<file path="src/rtl/darkbus_arbiter.sv">
// N-master to 1-slave bus switch with registered fixed-priority or round-robin
// arbitration, per-transaction timeout and one-hot completion/error pulses.
module darkbus_arbiter #(
  parameter int NM      = 2,
  parameter int AW      = 32,
  parameter int DW      = 32,
  parameter int MODE    = 1,
  parameter int TIMEOUT = 255
) (
  input  logic                 clk,
  input  logic                 res_n,
  input  logic [NM-1:0]        m_en,
  input  logic [NM-1:0]        m_rw,
  input  logic [NM*AW-1:0]     m_addr,
  input  logic [NM*DW-1:0]     m_wdata,
  input  logic [NM*DW/8-1:0]   m_be,
  output logic [DW-1:0]        m_rdata,
  output logic [NM-1:0]        m_valid,
  output logic [NM-1:0]        m_err,
  output logic [NM-1:0]        grant,
  output logic                 busy,
  output logic                 s_en,
  output logic                 s_rw,
  output logic [AW-1:0]        s_addr,
  output logic [DW-1:0]        s_wdata,
  output logic [DW/8-1:0]      s_be,
  input  logic [DW-1:0]        s_rdata,
  input  logic                 s_valid
);

  localparam int BW = DW / 8;
  localparam int PW = (NM > 1) ? $clog2(NM) : 1;
  localparam int CW = (TIMEOUT > 0) ? $clog2(TIMEOUT + 1) : 1;
  localparam logic [CW-1:0] CNT_LAST = CW'((TIMEOUT > 0) ? TIMEOUT - 1 : 0);
  localparam logic [CW-1:0] CNT_MAX  = '1;

  typedef enum logic [1:0] {ST_IDLE, ST_BUSY, ST_RELEASE} state_t;

  state_t          r_state, w_state_nxt;
  logic [PW-1:0]   r_ptr;
  logic [CW-1:0]   r_cnt;

  logic [PW-1:0]   w_fp, w_rr_hi, w_win;
  logic            w_hi_hit, w_timeout;
  logic [NM-1:0]   w_onehot;
  logic            w_rw;
  logic [AW-1:0]   w_addr;
  logic [DW-1:0]   w_wdata;
  logic [BW-1:0]   w_be;

  // Round-robin: first requester above the pointer, else wrap to the lowest one.
  always_comb begin
    // NOTE: every variable gets a default first so no path can infer a latch.
    w_fp     = '0;
    w_rr_hi  = '0;
    w_hi_hit = 1'b0;
    for (int j = NM - 1; j >= 0; j--) begin
      if (m_en[j]) w_fp = PW'(j);
      if (m_en[j] && (PW'(j) > r_ptr)) begin
        w_rr_hi  = PW'(j);
        w_hi_hit = 1'b1;
      end
    end
    w_win = (MODE == 0) ? w_fp : (w_hi_hit ? w_rr_hi : w_fp);
  end

  always_comb begin
    w_onehot = '0;
    w_rw     = 1'b0;
    w_addr   = '0;
    w_wdata  = '0;
    w_be     = '0;
    for (int j = 0; j < NM; j++) begin
      if (PW'(j) == w_win) begin
        w_onehot[j] = 1'b1;
        w_rw        = m_rw[j];
        w_addr      = m_addr[j*AW +: AW];
        w_wdata     = m_wdata[j*DW +: DW];
        w_be        = m_be[j*BW +: BW];
      end
    end
  end

  assign w_timeout = (TIMEOUT != 0) && (r_cnt == CNT_LAST);
  assign busy      = (r_state != ST_IDLE);

  always_comb begin
    w_state_nxt = r_state;
    case (r_state)
      ST_IDLE:    if (|m_en) w_state_nxt = ST_BUSY;
      ST_BUSY:    if (s_valid || w_timeout) w_state_nxt = ST_RELEASE;
      ST_RELEASE: w_state_nxt = ST_IDLE;
      default:    w_state_nxt = ST_IDLE;
    endcase
  end

  // NOTE: sequential state uses non-blocking assignments so all registers see pre-edge values.
  always_ff @(posedge clk or negedge res_n) begin
    if (!res_n) begin
      r_state <= ST_IDLE;
      r_ptr   <= PW'(NM - 1);
      r_cnt   <= '0;
      grant   <= '0;
      m_valid <= '0;
      m_err   <= '0;
      m_rdata <= '0;
      s_en    <= 1'b0;
      s_rw    <= 1'b0;
      s_addr  <= '0;
      s_wdata <= '0;
      s_be    <= '0;
    end else begin
      r_state <= w_state_nxt;
      m_valid <= '0;
      m_err   <= '0;
      case (r_state)
        ST_IDLE: begin
          if (|m_en) begin
            grant   <= w_onehot;
            s_en    <= 1'b1;
            s_rw    <= w_rw;
            s_addr  <= w_addr;
            s_wdata <= w_wdata;
            s_be    <= w_be;
            r_ptr   <= w_win;
            r_cnt   <= '0;
          end
        end
        ST_BUSY: begin
          if (r_cnt != CNT_MAX) r_cnt <= r_cnt + 1'b1;
          // A completion on the timeout cycle still counts as a completion.
          if (s_valid) begin
            s_en    <= 1'b0;
            m_valid <= grant;
            if (!s_rw) m_rdata <= s_rdata;
          end else if (w_timeout) begin
            s_en    <= 1'b0;
            m_err   <= grant;
            m_rdata <= '1;
          end
        end
        ST_RELEASE: grant <= '0;
        default: ;
      endcase
    end
  end

endmodule

</file>
<file path="config.mk">
export PLATFORM = sky130hd
export DESIGN_NAME = darkbus_arbiter
export DESIGN_NICKNAME = d
export VERILOG_FILES = /design/src/rtl/darkbus_arbiter.sv
export SDC_FILE = /design/constraint.sdc
export NUM_CORES = 1
export LEC_CHECK = 0
export ABC_AREA = 1
export CORE_MARGIN = 1
export CORE_UTILIZATION = 44
export CTS_BUF_LIST = sky130_fd_sc_hd__clkbuf_2 sky130_fd_sc_hd__clkbuf_4 sky130_fd_sc_hd__clkbuf_8
export DETAILED_ROUTE_END_ITERATION = 8
export PLACE_DENSITY_LB_ADDON = 0.12
export SYNTH_ARGS = -nofsm -noshare
export SYNTH_HDL_FRONTEND = slang
export SYNTH_SLANG_ARGS = --single-unit
</file>
<file path="constraint.sdc">
create_clock -name clk -period 4.47 [get_ports clk]
set_clock_uncertainty 0.2 [all_clocks]
set_input_delay 0.894 -clock clk [delete_from_list [all_inputs] [get_ports clk]]
set_output_delay 0.894 -clock clk [all_outputs]
set_load 0.05 [all_outputs]
</file>
=== Yosys cells after proc, flatten, opt, wreduce, memory -nomap -nowiden ===
Cells that the tools add are included.

* $add $sub $neg: 1
* Order comparisons: 2
* Eq/ne operators: 9
* Multiplexer cells: 32
* Reductions and logical operators: 15

{| class="wikitable"
|+ Operators by type and width
! operator !! count
|-
| 32-bit 2-to-1 mux || 5
|-
| 2-bit 2-to-1 mux || 8
|-
| 8-bit 2-to-1 mux || 2
|-
| 8-bit one-hot mux with 2 select lines || 1
|-
| 1-bit 2-to-1 mux || 12
|-
| 3-bit AND reduction || 3
|-
| 8-bit by 1-bit adder with 8-bit output, second input constant || 1
|-
| 8-bit == test, second input constant || 1
|-
| 2-bit inequality test, second input constant || 4
|-
| 8-bit inequality test, second input constant || 1
|-
| 2-bit one-hot mux with 2 select lines || 2
|-
| 2-bit nonzero test || 4
|-
| 2-bit AND reduction || 3
|-
| 4-bit 2-to-1 mux || 1
|-
| 3-bit inequality test, second input constant || 1
|-
| 2-bit by 1-bit == test with 1-bit output, second input constant || 1
|-
| 2-bit == test, second input constant || 1
|-
| 1-bit greater-than comparator, first input constant || 2
|-
| 1-bit logical AND || 2
|-
| 2-bit zero test || 1
|-
| 1-bit one-hot mux with 2 select lines || 1
|-
| 2-bit OR reduction || 1
|-
| 1-bit logical OR || 1
|}

* Register bits after elaboration: 119
* Bits of input ports: 175
* Output and inout port bits: 109
* Logic and storage cells: 71

=== Longest topological paths before layout ===
* Depth after elaboration: 8
* Gate-level depth with buffers: 10
* Mapped depth without buffers: 9

=== Worst setup path after synthesis ===
Ideal clock, no wire load.

* Path type: in2reg
* From: in m_en[1]
* To: reg s_addr[18]
* Library setup time: 125 ps
* Data arrival time: 1706 ps
* Required time: 4145 ps
* Path slack: 2439 ps
* Stages on the path: 8
* Path buffers: 2
* Path through: nor2_1 -> nor2_4 -> inv_2 -> nor2_2 -> buf_4 -> buf_4 -> nand2_1 -> nand3_1

* Word-level cells in the longest chain between the ends: 5

{| class="wikitable"
|+ Ends and longest elaborated chain
! element !! line !! text
|-
| start: declaration || 12 || <nowiki>input logic [NM-1:0] m_en,</nowiki>
|-
| 1-bit logical AND || 59 || <nowiki>if (m_en[j] && (PW'(j) > r_ptr)) begin</nowiki>
|-
| 1-bit 2-to-1 mux (2 in a row) || 59 ||
|-
| 1-bit 2-to-1 mux || 64 || <nowiki>w_win = (MODE == 0) ? w_fp : (w_hi_hit ? w_rr_hi : w_fp);</nowiki>
|-
| 32-bit 2-to-1 mux || 74 || <nowiki>if (PW'(j) == w_win) begin</nowiki>
|-
| end signal: assignment || 122 || <nowiki>s_addr <= w_addr;</nowiki>
|-
| end: declaration || 24 || <nowiki>output logic [AW-1:0] s_addr,</nowiki>
|}

Several ways; a longest one is shown, not always the timed one.
A chain may end at the register's enable or synchronous reset.

=== Worst setup path after layout ===
* From: reg r_state[0]
* To: out busy

* Word-level cells in the longest chain between the ends: 1

{| class="wikitable"
|+ Ends and longest elaborated chain
! element !! line !! text
|-
| start: declaration || 39 || <nowiki>state_t r_state, w_state_nxt;</nowiki>
|-
| start signal: assignment || 113 || <nowiki>r_state <= w_state_nxt;</nowiki>
|-
| 2-bit nonzero test || 85 || <nowiki>assign busy = (r_state != ST_IDLE);</nowiki>
|-
| end: declaration || 21 || <nowiki>output logic busy,</nowiki>
|}

Every way passes these cells.

==> results.json <==
{
  "outcome": "finished, violations left",
  "violations_in_the_final_reports": "DRC",
  "final.min_clock_period_ns": 2.932,
  "ys_top_cells_by_area": "sky130_fd_sc_hd__dfrtp_1 56%, sky130_fd_sc_hd__nand2_1 19%, sky130_fd_sc_hd__nand3_1 7.0%",
  "antenna_violating_nets_post_route": 0,
  "ys_seq_area_frac": 0.5633,
  "clock_insertion_delay_worst_skew_ns": 0.43,
  "largest_net_degree_at_the_start_of_global_routing": 76,
  "post-synth-top-area-fraction": 0.5583,
  "relSlewSlack": 0.3657,
  "maxCapViolations": 0,
  "gpl.final_weighted_congestion": 0.9001,
  "viasPerCell": 5.007,
  "synth_nets": 794,
  "pin_count": 284,
  "detail_route.wirelength_mm": 16.32,
  "power.ir.vdd_worst_mv": 0.5385,
  "end_kind": "output pin",
  "routed_wire_length_per_instance_um": 15.54,
  "met1_length_mm": 6.270,
  "required_ns": 3.38,
  "synthDominantAreaCellType": "sky130_fd_sc_hd__dfrtp_1",
  "worst_slew_pin_slew_ns": 0.9515,
  "post_synth_most_frequent_cells": "261 x sky130_fd_sc_hd__nand2_1, 118 x sky130_fd_sc_hd__dfrtp_1, 74 x sky130_fd_sc_hd__nand3_1",
  "worst_flop_to_flop_path_startpoint": "r_state[0]",
  "synthMostInstantiatedCell": "sky130_fd_sc_hd__nand2_1",
  "ys_async_sr_fraction": 1.000,
  "cp-startpoint": "r_state[0]",
  "ff2ff_setup_slack_ns": 2.21,
  "tritoncts.num_buffers": 17,
  "postCtsSetupRepairBufs": 0,
  "clock_path_buffers": 2,
  "synth.yosys.warnings": 0,
  "portBuffers": 283,
  "drt_first_iter_violations": 350,
  "initial_core_util": 0.4573,
  "drive_gt1_frac": 0.09482,
  "critical_path_arrival_ns": 1.84,
  "core_area_sq_mm": 0.01156,
  "synth.ff_latch_count": 119,
  "synth_cell_type_count": 26,
  "count_of_final_setup_violators": 0,
  "synth_area_per_cell_sq_um": 8.572,
  "final.setup.tns_ns": 0,
  "syn_inst": 617,
  "dpl.hpwl_mm": 11.93,
  "first_global_vias": 5498,
  "dpl.cell_count": 1018,
  "first_pass_iters": 7,
  "routed-wl-met3_mm": 1.255,
  "final_min_period_over_clock_period": 0.6559,
  "number_of_flops_mapped_to_enable_cells_by_yosys": 0,
  "cts_clk_pin_slew_worst_paths_ns": 0.07,
  "rsz0062_at_grt": "no",
  "chipWidth_um": 111.6,
  "cts_hold_buffers": 0,
  "syn_to_final_growth_pct": 62.03,
  "floorplan_die_area_sq_mm": 0.01246,
  "cts_tree": "built",
  "leakage_power_nw": 3.827,
  "drt_drc_violations_left": 14,
  "clk_tree_root_cell": "sky130_fd_sc_hd__clkbuf_8",
  "worst-setup-path-type": "reg2out",
  "maxSlewViolCount": 0,
  "post_cts_resized": 0,
  "antenna_found_initial": 0,
  "finalNonFillerCells": 1050,
  "synth_area_sq_mm": 0.005289,
  "htree_num_levels": 4,
  "chipHeight_um": 111.6,
  "clock-sinks": 119,
  "design.final.nets": 1071,
  "r2r_cells": 8,
  "met2_wirelength_mm": 8.236,
  "hold_viol": 0,
  "max_clock_freq_ghz": 0.3411,
  "routed-via-count": 5257,
  "synth_flop_cell": "sky130_fd_sc_hd__dfrtp_1",
  "timing.hold.worst.class": "reg2reg",
  "top_routing_layer_used": "met4",
  "start_kind": "register",
  "groute.usage.overall": 0.2734,
  "global_route.overflow_total": 0,
  "fp-row-count": 39,
  "power.density_mw_per_mm2": 813.9,
  "grt_pass1_wl_mm": 26.70,
  "worst_r2r_endpoint": "s_wdata[0]",
  "n_antenna_cell": 0,
  "worst_setup_path_endpoint": "busy",
  "critPathMaxFanout": 3
}
-- area by class of cell --
cell class                 count  area (sq um)
fill                         876          2995
sequential                   119          2979
timing repair buffer         289          2875
multi-input combinational    449          2047
clock buffer                  25         331.6
tap                          143         178.9
clock inverter                 7         90.09
inverter                      18         67.56
-- placed cells by master, fill, tap and decap left out, drive strengths merged, types with 2 or more instances in the layout --
cell type	instances
buf	7
clkinvlp	2
clkinv	4
nor3	2
nand3	74
o21ai	49
nand2	266
clkbuf	25
bufinv	2
inv	17
nor4	2
nor2	48
a21oi	2
dfrtp	118
ha	2
clkdlybuf4s50	282
-- worst min-delay path by stage --
| stage | startpoint | end | slack, ns | depth (start not counted) |
|---|---|---|---|---|
| 2_1_floorplan | r_ptr | r_ptr | 0.24 | 2 |
| 3_3_place_gp | s_en | s_en | 0.26 | 2 |
| 3_5_place_dp | s_en | s_en | 0.26 | 2 |
| 4_1_cts | s_en | s_en | 0.28 | 2 |
| 5_1_grt | r_ptr | r_ptr | 0.29 | 2 |
| 6_report | s_en | s_en | 0.27 | 2 |
-- flip-flops by register name, indices dropped and copies added, names as in the netlist, 4 cells and up --
register  flops
s_addr       32
r_cnt         8
s_be          4
s_wdata      32
m_rdata      32
-- through the flow --
stage / util / total power [mW] / setup WS [ns] / hold slack (ns) / area [sq um]
2_1_floorplan: - / 4.543 / 2.439 / 0.2429 / 5289
3_3_place_gp: 0.7045 / 5.882 / 1.401 / 0.2587 / 8148
3_5_place_dp: 0.7045 / 5.968 / 1.318 / 0.2635 / 8148
4_1_cts: 0.7410 / 7.012 / 1.521 / 0.2802 / 8569
5_1_grt: 0.7410 / 7.318 / 1.488 / 0.2934 / 8569
6_report: 0.7410 / 6.974 / 1.538 / 0.2730 / 8569
-- layer usage --
| layer | global-route usage | vias to the layer above |
|---|---|---|
| met1 | 0.3139 | 2491 |
| met5 | 0 | - |
| met3 | 0.09036 | 36 |
| li1 | - | 2510 |
| met2 | 0.4671 | 220 |
| met4 | 0.1162 | 0 |
-- where the power goes --
group | total [mW] | internal [mW] | switching (mW)
logic | 4.07 | 1.31 | 2.76
registers | 1.88 | 1.59 | 0.292
clock network | 1.02 | 0.595 | 0.427
total | 6.97 | 3.50 | 3.48
-- logic make-up (layout without fill, tap and decap cells) --
kind of cell / after synthesis / count (layout) / share of synthesized area
xor+xnor: 2 / 2 / 0.003313
fa+ha+maj: 2 / 2 / 0.004731
flops: 119 / 119 / 0.5633
buf+inv: 49 / 339 / 0.05205
compound gates: 52 / 52 / 0.07216
simple gates: 393 / 393 / 0.3045
-- critical path, stage by stage, from the launching register on --
cell	delay (ns)
sky130_fd_sc_hd__dfrtp_1	0.41
sky130_fd_sc_hd__nor2_2	0.06
sky130_fd_sc_hd__inv_2	0.12
sky130_fd_sc_hd__clkdlybuf4s50_1	0.82
Power figures use the tool's default switching activity.
